$ cat config.mk
export PLATFORM = sky130hd
export DESIGN_NAME = axi_lite_reg_bridge_flat
export DESIGN_NICKNAME = d
export VERILOG_FILES = /design/src/rtl/axi_lite_reg_bridge_if.sv /design/src/rtl/axi_lite_reg_bridge.sv /design/src/flat_wrapper.sv
export SDC_FILE = /design/constraint.sdc
export NUM_CORES = 1
export LEC_CHECK = 0
export ABC_AREA = 1
export ABC_CLOCK_PERIOD_IN_PS = 2900
export CAP_MARGIN = 0
export CORE_MARGIN = 10
export CORE_UTILIZATION = 60
export CTS_BUF_LIST = sky130_fd_sc_hd__clkbuf_16
export CTS_CLUSTER_SIZE = 25
export DETAILED_ROUTE_END_ITERATION = 8
export DONT_BUFFER_PORTS = 1
export GPL_TIMING_DRIVEN = 0
export PLACE_DENSITY = 0.76
export REMOVE_ABC_BUFFERS = 1
export SLEW_MARGIN = 20
export SYNTH_ARGS = -nofsm -noshare
export SYNTH_HDL_FRONTEND = slang
export SYNTH_SLANG_ARGS = --single-unit
$ cat constraint.sdc
create_clock -name clk -period 2.9 [get_ports clk]
set_input_delay 0.29 -clock clk [delete_from_list [all_inputs] [get_ports clk]]
set_output_delay 0.29 -clock clk [all_outputs]
set_load 0.05 [all_outputs]
$ cat src/rtl/axi_lite_reg_bridge_if.sv
// ----------------------------------------------------------------------------
// axi_lite_reg_bridge_if
//   AXI4-Lite bus bundle between a bus master and the register bridge.
//   Only the five channels' address/data/handshake/response signals are
//   carried; protection bits are not part of this bundle.
//
//   Parameters : ADDR_WIDTH (address width), DATA_WIDTH (data width, 32/64)
//   Channels   : AW (s_awaddr, s_awvalid, s_awready)
//                W  (s_wdata, s_wstrb, s_wvalid, s_wready)
//                B  (s_bresp, s_bvalid, s_bready)
//                AR (s_araddr, s_arvalid, s_arready)
//                R  (s_rdata, s_rresp, s_rvalid, s_rready)
//   Modports   : master (drives requests, accepts responses)
//                slave  (accepts requests, drives responses)
// ----------------------------------------------------------------------------
interface axi_lite_reg_bridge_if #(
    parameter int ADDR_WIDTH = 32,
    parameter int DATA_WIDTH = 32
);

    logic [ADDR_WIDTH-1:0]   s_awaddr;
    logic                    s_awvalid;
    logic                    s_awready;

    logic [DATA_WIDTH-1:0]   s_wdata;
    logic [DATA_WIDTH/8-1:0] s_wstrb;
    logic                    s_wvalid;
    logic                    s_wready;

    logic [1:0]              s_bresp;
    logic                    s_bvalid;
    logic                    s_bready;

    logic [ADDR_WIDTH-1:0]   s_araddr;
    logic                    s_arvalid;
    logic                    s_arready;

    logic [DATA_WIDTH-1:0]   s_rdata;
    logic [1:0]              s_rresp;
    logic                    s_rvalid;
    logic                    s_rready;

    modport master (
        output s_awaddr, s_awvalid, input  s_awready,
        output s_wdata, s_wstrb, s_wvalid, input  s_wready,
        input  s_bresp, s_bvalid, output s_bready,
        output s_araddr, s_arvalid, input  s_arready,
        input  s_rdata, s_rresp, s_rvalid, output s_rready
    );

    modport slave (
        input  s_awaddr, s_awvalid, output s_awready,
        input  s_wdata, s_wstrb, s_wvalid, output s_wready,
        output s_bresp, s_bvalid, input  s_bready,
        input  s_araddr, s_arvalid, output s_arready,
        output s_rdata, s_rresp, s_rvalid, input  s_rready
    );

endinterface

$ cat src/rtl/axi_lite_reg_bridge.sv
// ----------------------------------------------------------------------------
// axi_lite_reg_bridge
//   AXI4-Lite slave front end for a register block. Each accepted write
//   becomes a one-cycle o_wr strobe with register index, data and byte
//   enables; each accepted read becomes a one-cycle o_rd strobe whose
//   combinational i_rdata is captured and returned on the R channel.
//   Reads and writes run in independent FSMs, one transaction in flight
//   per channel. Addresses outside the block get DECERR and no strobe.
//
//   Ports:
//     clk      : clock
//     nreset   : asynchronous active-low reset
//     s        : AXI4-Lite slave modport (AW/W/B/AR/R channels)
//     o_wr     : one-cycle write strobe to the register target
//     o_wreg   : write register index (qualified by o_wr)
//     o_wdata  : write data (qualified by o_wr)
//     o_wstrb  : write byte enables (qualified by o_wr)
//     o_rd     : one-cycle read strobe to the register target
//     o_rreg   : read register index (qualified by o_rd)
//     i_rdata  : target read data, combinational from o_rreg
// ----------------------------------------------------------------------------
module axi_lite_reg_bridge #(
    parameter int                    ADDR_WIDTH   = 32,
    parameter int                    DATA_WIDTH   = 32,
    parameter int                    R_ADDR_WIDTH = 4,
    parameter logic [ADDR_WIDTH-1:0] BASE_ADDR    = 32'h0000_0000,
    parameter logic [ADDR_WIDTH-1:0] BASE_MASK    = 32'hffff_ffc0
) (
    input  logic                      clk,
    input  logic                      nreset,
    axi_lite_reg_bridge_if.slave      s,
    output logic                      o_wr,
    output logic [R_ADDR_WIDTH-1:0]   o_wreg,
    output logic [DATA_WIDTH-1:0]     o_wdata,
    output logic [DATA_WIDTH/8-1:0]   o_wstrb,
    output logic                      o_rd,
    output logic [R_ADDR_WIDTH-1:0]   o_rreg,
    input  logic [DATA_WIDTH-1:0]     i_rdata
);

    localparam int STRB_WIDTH = DATA_WIDTH / 8;
    localparam int AL         = $clog2(STRB_WIDTH);

    localparam logic [1:0] RESP_OKAY   = 2'b00;
    localparam logic [1:0] RESP_DECERR = 2'b11;

    typedef enum logic [1:0] {W_IDLE, W_STROBE, W_RESP} wState_e;
    typedef enum logic [1:0] {R_IDLE, R_STROBE, R_RESP} rState_e;

    wState_e                 wState_q, wState_d;
    logic                    awHeld_q, awHeld_d;
    logic                    wHeld_q, wHeld_d;
    logic [ADDR_WIDTH-1:0]   awAddr_q, awAddr_d;
    logic [DATA_WIDTH-1:0]   wData_q, wData_d;
    logic [STRB_WIDTH-1:0]   wStrb_q, wStrb_d;
    logic                    wHit_q, wHit_d;
    logic                    awReady_q, awReady_d;
    logic                    wReady_q, wReady_d;
    logic                    bValid_q, bValid_d;
    logic [1:0]              bResp_q, bResp_d;
    logic                    wr_q, wr_d;
    logic [R_ADDR_WIDTH-1:0] wReg_q, wReg_d;
    logic [DATA_WIDTH-1:0]   oWdata_q, oWdata_d;
    logic [STRB_WIDTH-1:0]   oWstrb_q, oWstrb_d;

    rState_e                 rState_q, rState_d;
    logic                    rHit_q, rHit_d;
    logic                    arReady_q, arReady_d;
    logic                    rValid_q, rValid_d;
    logic [1:0]              rResp_q, rResp_d;
    logic [DATA_WIDTH-1:0]   rData_q, rData_d;
    logic                    rd_q, rd_d;
    logic [R_ADDR_WIDTH-1:0] rReg_q, rReg_d;

    logic                    arHitNow;

    // The read address is decoded straight off the bus on its handshake
    // cycle, so no read address register is needed.
    assign arHitNow = (s.s_araddr & BASE_MASK) == BASE_ADDR;

    // Write channel FSM. AW and W are collected independently in W_IDLE in
    // any order; each ready falls once its beat is held so a second beat
    // cannot overwrite it. Once both are held the strobe fields are loaded
    // for the single W_STROBE cycle, then B is presented until the master
    // accepts it, and only then are AW/W re-opened.
    always_comb begin
        wState_d  = wState_q;
        awHeld_d  = awHeld_q;
        wHeld_d   = wHeld_q;
        awAddr_d  = awAddr_q;
        wData_d   = wData_q;
        wStrb_d   = wStrb_q;
        wHit_d    = wHit_q;
        awReady_d = awReady_q;
        wReady_d  = wReady_q;
        bValid_d  = bValid_q;
        bResp_d   = bResp_q;
        wr_d      = 1'b0;
        wReg_d    = wReg_q;
        oWdata_d  = oWdata_q;
        oWstrb_d  = oWstrb_q;

        case (wState_q)
            W_IDLE: begin
                if (awReady_q && s.s_awvalid) begin
                    awHeld_d = 1'b1;
                    awAddr_d = s.s_awaddr;
                end
                if (wReady_q && s.s_wvalid) begin
                    wHeld_d = 1'b1;
                    wData_d = s.s_wdata;
                    wStrb_d = s.s_wstrb;
                end
                awReady_d = !awHeld_d;
                wReady_d  = !wHeld_d;
                if (awHeld_d && wHeld_d) begin
                    wState_d = W_STROBE;
                    wHit_d   = (awAddr_d & BASE_MASK) == BASE_ADDR;
                    if (wHit_d) begin
                        wr_d     = 1'b1;
                        wReg_d   = awAddr_d[R_ADDR_WIDTH+AL-1:AL];
                        oWdata_d = wData_d;
                        oWstrb_d = wStrb_d;
                    end
                end
            end
            W_STROBE: begin
                bValid_d = 1'b1;
                bResp_d  = wHit_q ? RESP_OKAY : RESP_DECERR;
                wState_d = W_RESP;
            end
            W_RESP: begin
                if (s.s_bready) begin
                    bValid_d  = 1'b0;
                    awHeld_d  = 1'b0;
                    wHeld_d   = 1'b0;
                    awReady_d = 1'b1;
                    wReady_d  = 1'b1;
                    wState_d  = W_IDLE;
                end
            end
            default: begin
                wState_d = W_IDLE;
            end
        endcase
    end

    // Read channel FSM. One AR is taken in R_IDLE and decoded immediately,
    // so o_rd/o_rreg appear in R_STROBE while the target drives i_rdata,
    // which is captured on that cycle's closing edge. The R beat is then
    // held until the master accepts it.
    always_comb begin
        rState_d  = rState_q;
        rHit_d    = rHit_q;
        arReady_d = arReady_q;
        rValid_d  = rValid_q;
        rResp_d   = rResp_q;
        rData_d   = rData_q;
        rd_d      = 1'b0;
        rReg_d    = rReg_q;

        case (rState_q)
            R_IDLE: begin
                arReady_d = 1'b1;
                if (arReady_q && s.s_arvalid) begin
                    arReady_d = 1'b0;
                    rHit_d    = arHitNow;
                    rState_d  = R_STROBE;
                    if (arHitNow) begin
                        rd_d   = 1'b1;
                        rReg_d = s.s_araddr[R_ADDR_WIDTH+AL-1:AL];
                    end
                end
            end
            R_STROBE: begin
                rValid_d = 1'b1;
                rResp_d  = rHit_q ? RESP_OKAY : RESP_DECERR;
                rData_d  = rHit_q ? i_rdata : '0;
                rState_d = R_RESP;
            end
            R_RESP: begin
                if (s.s_rready) begin
                    rValid_d  = 1'b0;
                    arReady_d = 1'b1;
                    rState_d  = R_IDLE;
                end
            end
            default: begin
                rState_d = R_IDLE;
            end
        endcase
    end

    // State and output registers. Reset clears everything, which also
    // abandons any transaction in flight; readies come back one cycle after
    // release because the idle states re-raise them from the cleared value.
    always_ff @(posedge clk or negedge nreset) begin
        if (!nreset) begin
            wState_q  <= W_IDLE;
            awHeld_q  <= 1'b0;
            wHeld_q   <= 1'b0;
            awAddr_q  <= '0;
            wData_q   <= '0;
            wStrb_q   <= '0;
            wHit_q    <= 1'b0;
            awReady_q <= 1'b0;
            wReady_q  <= 1'b0;
            bValid_q  <= 1'b0;
            bResp_q   <= 2'b00;
            wr_q      <= 1'b0;
            wReg_q    <= '0;
            oWdata_q  <= '0;
            oWstrb_q  <= '0;
            rState_q  <= R_IDLE;
            rHit_q    <= 1'b0;
            arReady_q <= 1'b0;
            rValid_q  <= 1'b0;
            rResp_q   <= 2'b00;
            rData_q   <= '0;
            rd_q      <= 1'b0;
            rReg_q    <= '0;
        end else begin
            wState_q  <= wState_d;
            awHeld_q  <= awHeld_d;
            wHeld_q   <= wHeld_d;
            awAddr_q  <= awAddr_d;
            wData_q   <= wData_d;
            wStrb_q   <= wStrb_d;
            wHit_q    <= wHit_d;
            awReady_q <= awReady_d;
            wReady_q  <= wReady_d;
            bValid_q  <= bValid_d;
            bResp_q   <= bResp_d;
            wr_q      <= wr_d;
            wReg_q    <= wReg_d;
            oWdata_q  <= oWdata_d;
            oWstrb_q  <= oWstrb_d;
            rState_q  <= rState_d;
            rHit_q    <= rHit_d;
            arReady_q <= arReady_d;
            rValid_q  <= rValid_d;
            rResp_q   <= rResp_d;
            rData_q   <= rData_d;
            rd_q      <= rd_d;
            rReg_q    <= rReg_d;
        end
    end

    assign s.s_awready = awReady_q;
    assign s.s_wready  = wReady_q;
    assign s.s_bvalid  = bValid_q;
    assign s.s_bresp   = bResp_q;
    assign s.s_arready = arReady_q;
    assign s.s_rvalid  = rValid_q;
    assign s.s_rresp   = rResp_q;
    assign s.s_rdata   = rData_q;

    assign o_wr    = wr_q;
    assign o_wreg  = wReg_q;
    assign o_wdata = oWdata_q;
    assign o_wstrb = oWstrb_q;
    assign o_rd    = rd_q;
    assign o_rreg  = rReg_q;

endmodule

$ cat src/flat_wrapper.sv
// flat-port wrapper written by rule: the top's interface ports become plain ports
module axi_lite_reg_bridge_flat 
#(
    parameter int                    ADDR_WIDTH   = 32,
    parameter int                    DATA_WIDTH   = 32,
    parameter int                    R_ADDR_WIDTH = 4,
    parameter logic [ADDR_WIDTH-1:0] BASE_ADDR    = 32'h0000_0000,
    parameter logic [ADDR_WIDTH-1:0] BASE_MASK    = 32'hffff_ffc0
)
  (clk, nreset, o_wr, o_wreg, o_wdata, o_wstrb, o_rd, o_rreg, i_rdata, s_s_awaddr, s_s_awvalid, s_s_awready, s_s_wdata, s_s_wstrb, s_s_wvalid, s_s_wready, s_s_bresp, s_s_bvalid, s_s_bready, s_s_araddr, s_s_arvalid, s_s_arready, s_s_rdata, s_s_rresp, s_s_rvalid, s_s_rready);
  axi_lite_reg_bridge_if #(.ADDR_WIDTH(ADDR_WIDTH), .DATA_WIDTH(DATA_WIDTH)) s_i ();
  input  logic clk;
  input  logic nreset;
  output logic o_wr;
  output logic [R_ADDR_WIDTH-1:0] o_wreg;
  output logic [DATA_WIDTH-1:0] o_wdata;
  output logic [DATA_WIDTH/8-1:0] o_wstrb;
  output logic o_rd;
  output logic [R_ADDR_WIDTH-1:0] o_rreg;
  input  logic [DATA_WIDTH-1:0] i_rdata;
  input wire logic [$bits(s_i.s_awaddr)-1:0] s_s_awaddr;
  input wire logic [$bits(s_i.s_awvalid)-1:0] s_s_awvalid;
  output wire logic [$bits(s_i.s_awready)-1:0] s_s_awready;
  input wire logic [$bits(s_i.s_wdata)-1:0] s_s_wdata;
  input wire logic [$bits(s_i.s_wstrb)-1:0] s_s_wstrb;
  input wire logic [$bits(s_i.s_wvalid)-1:0] s_s_wvalid;
  output wire logic [$bits(s_i.s_wready)-1:0] s_s_wready;
  output wire logic [$bits(s_i.s_bresp)-1:0] s_s_bresp;
  output wire logic [$bits(s_i.s_bvalid)-1:0] s_s_bvalid;
  input wire logic [$bits(s_i.s_bready)-1:0] s_s_bready;
  input wire logic [$bits(s_i.s_araddr)-1:0] s_s_araddr;
  input wire logic [$bits(s_i.s_arvalid)-1:0] s_s_arvalid;
  output wire logic [$bits(s_i.s_arready)-1:0] s_s_arready;
  output wire logic [$bits(s_i.s_rdata)-1:0] s_s_rdata;
  output wire logic [$bits(s_i.s_rresp)-1:0] s_s_rresp;
  output wire logic [$bits(s_i.s_rvalid)-1:0] s_s_rvalid;
  input wire logic [$bits(s_i.s_rready)-1:0] s_s_rready;
  assign s_i.s_awaddr = s_s_awaddr;
  assign s_i.s_awvalid = s_s_awvalid;
  assign s_s_awready = s_i.s_awready;
  assign s_i.s_wdata = s_s_wdata;
  assign s_i.s_wstrb = s_s_wstrb;
  assign s_i.s_wvalid = s_s_wvalid;
  assign s_s_wready = s_i.s_wready;
  assign s_s_bresp = s_i.s_bresp;
  assign s_s_bvalid = s_i.s_bvalid;
  assign s_i.s_bready = s_s_bready;
  assign s_i.s_araddr = s_s_araddr;
  assign s_i.s_arvalid = s_s_arvalid;
  assign s_s_arready = s_i.s_arready;
  assign s_s_rdata = s_i.s_rdata;
  assign s_s_rresp = s_i.s_rresp;
  assign s_s_rvalid = s_i.s_rvalid;
  assign s_i.s_rready = s_s_rready;
  axi_lite_reg_bridge #(.ADDR_WIDTH(ADDR_WIDTH), .DATA_WIDTH(DATA_WIDTH), .R_ADDR_WIDTH(R_ADDR_WIDTH), .BASE_ADDR(BASE_ADDR), .BASE_MASK(BASE_MASK)) u_core (.clk(clk), .nreset(nreset), .s(s_i), .o_wr(o_wr), .o_wreg(o_wreg), .o_wdata(o_wdata), .o_wstrb(o_wstrb), .o_rd(o_rd), .o_rreg(o_rreg), .i_rdata(i_rdata));
endmodule
==> results of run 1 <==
routing by layer:
metal | routed length [microns] | vias to the layer above | GRT usage, %
met5 | 0 | - | 0
met4 | 482 | 0 | 9.073
met3 | 1655 | 39 | 7.486
met2 | 9114 | 250 | 36.20
met1 | 6733 | 2687 | 24.17
li1 | - | 2640 | -
how the worst min path moves through the flow:
stage / slack, ps / startpoint / endpoint
2_1_floorplan: -6 / nreset / u_core.awAddr_q[10]
3_3_place_gp: -0.8 / nreset / u_core.o_wdata[13]
3_5_place_dp: -0.4 / nreset / u_core.o_wdata[13]
4_1_cts: -450 / nreset / u_core.o_wdata[13]
5_1_grt: -450 / nreset / u_core.o_wdata[0]
6_report: -430 / nreset / u_core.o_wdata[0]
sequential cells by signal, indices dropped and copies added, names as in the netlist, 2 cells and up:
| signal | count |
|---|---|
| u_core.o_wreg | 4 |
| u_core.awAddr_q | 30 |
| u_core.o_rreg | 4 |
| u_core.o_wdata | 32 |
| u_core.o_wstrb | 4 |
| u_core.wState_q | 2 |
| u_core.rState_q | 2 |
| u_core.wData_q | 32 |
| u_core.wStrb_q | 4 |
| u_core.s.s_rdata | 32 |
report_power, final:
part	leakage [nW]	switching, mW	internal, mW
combinational	1.76	1.45	0.748
sequential	2.07	0.451	2.77
clock	0.302	0.840	1.51
worst max-delay path, stage by stage, from the launching register on:
cell,delay (ps)
dfrtp_4,620
nand2_8,280
nand2_1,90
nand2_1,100
nand2_1,60
nor2_1,110
nand2_1,180
nor2_4,420
buf_16,220
nand2_8,200
nand2_1,170
nand2_1,80
through the flow:
stage          std cells  setup TNS (ps)  cell area [sq um]  worst slack, ps  power (mW)
6_report             983               0               7914            203.9       7.767
5_1_grt              983               0               7914            29.24       8.322
4_1_cts              982               0               7898            55.15       7.793
3_5_place_dp         933          -32990               7066           -856.5       5.373
3_3_place_gp         929         -364460               6934            -4983       5.039
2_1_floorplan        786         -149420               6755            -2355       4.797
synth_stat cells, drive strengths merged:
cell | instances | area, sq um
a21oi | 40 | 200.2
a22o | 32 | 280.3
a31oi | 3 | 18.77
buf | 28 | 162.7
clkbuf | 21 | 78.83
dfrtp | 159 | 3979
inv | 95 | 356.6
nand2 | 236 | 890.9
nand3 | 67 | 335.3
nand4 | 2 | 12.51
nor2 | 74 | 282.8
o21a | 3 | 22.52
o21ai | 74 | 370.4
or2 | 1 | 6.260
what timing repair did:
action                                  CTS  global route
gates resized for setup                   6             1
hold endpoints to repair                176           159
endpoints found under the setup margin   42            40
setup buffers                             0             1
gates cloned                              1             0
pin swaps                                 1             1
cell type report:
| class | instances | area share [%] |
|---|---|---|
| clock buffer | 17 | 5.375 |
| clock inverter | 14 | 2.514 |
| inverter | 95 | 4.506 |
| multi-input combinational | 533 | 31.46 |
| sequential | 159 | 50.34 |
| tap | 143 | 2.261 |
| timing repair buffer | 22 | 3.542 |
logic make-up (layout without fill, tap and decap cells):
kind of cell | count (synthesis) | in the layout | share of synthesized area, %
buffers and inverters | 144 | 148 | 8.548
and+or+nand+nor | 380 | 381 | 21.83
DFF | 159 | 159 | 56.87
AOI/OAI and AO/OA | 152 | 152 | 12.75
==> summary.md, run 1 <==
| Metric | Value |
|---|---|
| Total GRT Usage | 21.44% |
| Die Ht | 128.0 microns |
| RSZ-0062 raised after global routing | no |
| Distinct cells, synth | 21 |
| Max Slew Vio Count | 0 |
| R2R cell count | 11 |
| CTS hold repair buffers | 17 |
| Setup Crit Path Kind | flip-flop to flip-flop |
| Reg-to-reg startpoint | u_core.s.s_awready |
| First DRT Iteration DRCs | 445 |
| Run status | finished, violations left |
| Skew-Pair Late Insertion Delay | 410 ps |
| RR Endpoint | u_core.o_wdata[20] |
| Final HPWL DP | 12220 microns |
| IO Port Bufs | 0 |
| Vias in the first global route | 5543 |
| Seq/Total Area, Yosys | 56.87% |
| Die extent in x | 128.0 microns |
| IO Count | 226 |
| Tcrit/Tclk final | 92.97% |
| Core Region | 11420 sq um |
| Post-route DRC | 0 |
| Startpoint Class | flip-flop |
| Clock Sinks | 159 |
| Clock transition at the registers of the reported paths | 60 ps |
| Crit. End Element | flip-flop |
| Worst Setup SP | u_core.s.s_awready |
| Final setup violation count | 0 |
| R2R setup slack | 200 ps |
| Initial Util | 61.28% |
| Num rows | 39 |
| DR vias/cell | 5.713 |
| Hold_ws | -428.7 ps |
| Post-route ant nets | 0 |
| Initial antenna violation count | 0 |
| GPL Wtd Cong | 0.7613 |
| Worst Setup EP | u_core.o_wdata[20] |
| Pin count of the biggest net entering global routing | 160 |
| Storage cell area | 3984 sq um |
| Average cell area after synthesis | 8.379 sq um |
| Cell count after synthesis | 835 |
| Final hold viol count | 159 |
| N_diodes | 0 |
| Worst-Margin Slew | 958.8 ps |
| Arrival time worst endpoint | 2990 ps |
| Share of cells above drive strength 1 | 5.238% |
| Worst path required time | 3190 ps |
| First drt pass iteration count | 5 |
| Clk buf depth | 2 |
| DRT Wirelength | 17990 microns |
| TritonCTS clock tree | done |
| Mapped Area | 6997 sq um |
| Relative slew slack | 36.01% |
| Nets | 967 |
| CP max FO | 42 |
| Area of the multi-input gates | 2490 sq um |
| CTS buffer count | 17 |
| Root Buffer | clkbuf_16 |
| Max Freq | 370.9 MHz |
| Die area | 16380 sq um |
| Leak pwr | 4.134 nW |
| Commonest non-fill, non-tap cells in the layout | nand2_1, dfrtp_1, inv_1, nor2_1, o21ai_0 |
| Maximum VDD drop | 0.0007131 V |
| H-tree depth | 4 |
| Post-layout util | 69.31% |
| Fin crit period | 2696 ps |
| Max_cap viols | 0 |
| #FFs+latches synth | 159 |
| Commonest non-fill, non-tap cell in the layout | nand2_1 |
| Failing checks | negative hold slack |
| Fillers | 861 |
| Yosys warning total | 0 |
| HP Class | primary input to asynchronous set/reset pin |
| Wire per inst | 18.30 microns |
| PD cells | 981.5 nW/um^2 |
| Worst Skew | 5.733 ps |
| P&R area growth vs syn | 13.11% |
| GR Overflow Total | 0 |
| First-pass GRT wire length | 28170 microns |
| DR vias | 5616 |
(Power assumes the default switching activity.)
==> run 2: changes to the inputs <==
ABC_AREA = unset   (was 1)
CORE_MARGIN = unset   (was 10)
CORE_UTILIZATION = 41   (was 60)
PLACE_DENSITY = unset   (was 0.76)
==> summary.md, run 2 <==
| Metric | Value |
|---|---|
| Run status | finished, violations left |
| Failing checks | negative hold slack |
| Post-synth ARST share | 100.0% (unchanged) |
| Final Non-Filler Cells | 762 (-22%) |
| Die extent in x | 130.9 microns (+2.2%) |
| Cell taking the most area after synthesis | dfrtp_1 |
| Setup Crit Path Kind | flip-flop to flip-flop |
| Die Ht | 130.9 microns (+2.2%) |
| Worst path required time | 3200 ps (about the same) |
| Total GRT Usage | 17.96% (-3.5 points) |
| Cell count after synthesis | 512 (-39%) |
| Arrival time worst endpoint | 2880 ps (-110 ps) |
| Average cell area after synthesis | 13.30 sq um (+59%) |
| Pin count of the biggest net entering global routing | 160 (unchanged) |
| Root Buffer | clkbuf_16 |
| First-pass GRT wire length | 22850 microns (-19%) |
| TritonCTS clock tree | done |
| Seq/Total Area, Yosys | 58.45% (+1.6 points) |
| Commonest non-fill, non-tap cells in the layout | dfrtp_1, mux2_2, nand2_1, o21ai_0, mux2_4 |
| Final hold viol count | 159 (unchanged) |
| Relative slew slack | 29.71% (-6.3 points) |
| Hold_ws | -438.9 ps (-10.20 ps) |
| Clk buf depth | 2 (unchanged) |
| Main synth FF type | dfrtp_1 |
| Final instance area | 7891 sq um (-0.28%) |
| CP max FO | 14 (-67%) |
| Placed inst area | 7059 sq um (about the same) |
| Die area | 17120 sq um (+4.5%) |
| Max Freq | 388.6 MHz (+4.8%) |
| IO Port Bufs | 0 (unchanged) |
| Max incr delay on CP | 700 ps (+80 ps) |
| P&R area growth vs syn | 15.92% |
| Worst Skew | 8.324 ps (+2.590 ps) |
| Core Region | 16060 sq um (+41%) |
| Largest cells by area after synthesis | dfrtp_1, mux2_2, mux2_4 |
| Clock Sinks | 159 (unchanged) |
| Post-route DRC | 0 (unchanged) |
| Startpoint Class | flip-flop |
| CTS buffer count | 17 (unchanged) |
| Commonest cells in the netlist | dfrtp_1, mux2_2, nand2_1, o21ai_0, mux2_4 |
| DR vias | 4030 (-28%) |
| Maximum VDD drop | 0.0004068 V (-43%) |
| R2R cell count | 6 (-5) |
| Max_cap viols | 0 (unchanged) |
| Worst-Margin Slew | 1054 ps (+95.52 ps) |
| IO Count | 226 (unchanged) |
| First drt pass iteration count | 4 (-1) |
| Crit-path slowest cell | dfrtp_1 |
| Wire per inst | 19.66 microns (+7.5%) |
| Dpl cells | 708 (-24%) |
| Setup TNS | 0 ps (unchanged) |
| Most used cell, CP | buf_6 |
| Distinct cells, synth | 28 (+33%) |
| Fin crit period | 2574 ps (-122.6 ps) |
| N_diodes | 0 (unchanged) |
| DRT Wirelength | 14980 microns (-17%) |
| Yosys warning total | 0 (unchanged) |
| Num rows | 46 (+18%) |
| Initial Util | 42.40% (-19 points) |
| GR Overflow Total | 0 (unchanged) |
| RR Endpoint | u_core.wData_q[25] |
| R2R setup slack | 330 ps (+120 ps) |
| Mapped Area | 6808 sq um (-2.7%) |
| Crit-path cells | nand2_2 -> nor3_4 -> buf_6 -> buf_8 -> buf_6 -> mux2_2 |
| Post-route ant nets | 0 (unchanged) |
| Final HPWL DP | 10300 microns (-16%) |
| H-tree depth | 4 (unchanged) |
| Post-synth EDFFs | 0 (unchanged) |
| Final setup violation count | 0 (unchanged) |
| Fillers | 1382 (+61%) |
| Setup Fix Bufs, Post-CTS | 0 (unchanged) |
| Initial antenna violation count | 0 (unchanged) |
| First DRT Iteration DRCs | 181 (-59%) |
| Share of cells above drive strength 1 | 36.45% (+31 points) |
| Nets | 672 (-31%) |
| Reg-to-reg startpoint | u_core.s.s_wready |
| Max Slew Vio Count | 0 (unchanged) |
| Commonest non-fill, non-tap cell in the layout | dfrtp_1 |
| Vias in the first global route | 4354 (-21%) |
| GPL Wtd Cong | 0.8946 (+18%) |
| Clock transition at the registers of the reported paths | 70 ps (about the same) |
| Yosys top cell area share | 58.45% (+1.6 points) |
| Most frequent cell after synthesis | dfrtp_1 |
| #FFs+latches synth | 159 (unchanged) |
| Crit. End Element | flip-flop |
| DR vias/cell | 5.289 (-7.4%) |
| PD cells | 937.6 nW/um^2 (-4.5%) |
| Leak pwr | 3.530 nW (-15%) |
| RSZ-0062 raised after global routing | no |
| HP Class | primary input to asynchronous set/reset pin |
| Tcrit/Tclk final | 88.74% (-4.2 points) |
| Skew-Pair Late Insertion Delay | 420 ps (about the same) |
-- run 2: kinds of logic after synthesis --
family                 Yosys count  share of synthesized area [%]
AND/OR/NAND/NOR                119                          8.032
multiplexers                   150                          26.91
flip-flops                     159                          58.45
AO/OA/AOI/OAI                   51                          3.988
buffers and inverters           33                          2.628
-- run 2: what timing repair did --
item                                    in CTS  in global routing
endpoints found under the setup margin       0                 11
hold buffers                                19                  3
endpoints found under the hold margin      178                162
resized for setup                            0                  1
-- run 2: area by class of cell --
class / count / area (sq um) / share of cell area (%)
Timing Repair Buffer: 31 / 344.1 / 4.360
Clock buffer: 17 / 425.4 / 5.391
Sequential cell: 159 / 3979 / 50.42
Multi-Input combinational cell: 320 / 2674 / 33.88
Tap cell: 216 / 270.3 / 3.425
Inverter: 4 / 15.01 / 0.1903
Clock inverter: 15 / 183.9 / 2.331
-- run 2: power breakdown --
group          leakage [nW]  internal (mW)  switching (mW)
clock                 0.281           1.37           0.934
sequential             2.05           2.80           0.714
combinational          1.20          0.975           0.610
-- run 2: critical path, delay by kind of cell, from the launching register on --
kind	cells	cell delay (ps)
muxes	1	340
and+or+nand+nor	2	840
buffers and inverters	3	570
DFF	1	700
-- run 2: worst max-delay path by stage --
stage	from	end	slack [ps]	cells past startpoint
after floorplan	u_core.s.s_wready	u_core.wData_q[0]	-740	3
after global placement	u_core.s.s_wready	u_core.wData_q[4]	-2370	3
after detailed placement	u_core.s.s_awready	u_core.o_wstrb[3]	120	6
after CTS	u_core.s.s_awready	u_core.o_wstrb[3]	110	6
after global routing	u_core.s.s_wready	u_core.wData_q[5]	170	6
final	u_core.s.s_wready	u_core.wData_q[25]	330	6
-- run 2: layer usage --
| layer | routed length, microns | share of wire [%] | track usage, % |
|---|---|---|---|
| met4 | 382 | 2.5 | 7.978 |
| met1 | 5738 | 38 | 19.23 |
| met5 | 0 | 0 | 0 |
| met3 | 1121 | 7.5 | 6.800 |
| met2 | 7739 | 52 | 31.50 |
-- run 2: metrics by stage --
step	total power, mW	utilization [%]	hold slack (ps)	setup slack (ps)
after floorplan	4.687	-	-5.591	-736.2
after global placement	4.937	43.06	-1.321	-2374
after detailed placement	5.125	43.96	-1.408	123.1
after CTS	7.477	48.94	-456.9	109.3
after global routing	7.786	49.14	-459.3	172.8
final	7.399	49.14	-438.9	326.4
==> run 3: changes to the inputs <==
CAP_MARGIN = unset   (was 0)
==> results of run 3 <==
Same layout as run 2: the final DEF is identical, and so are final timing and power.
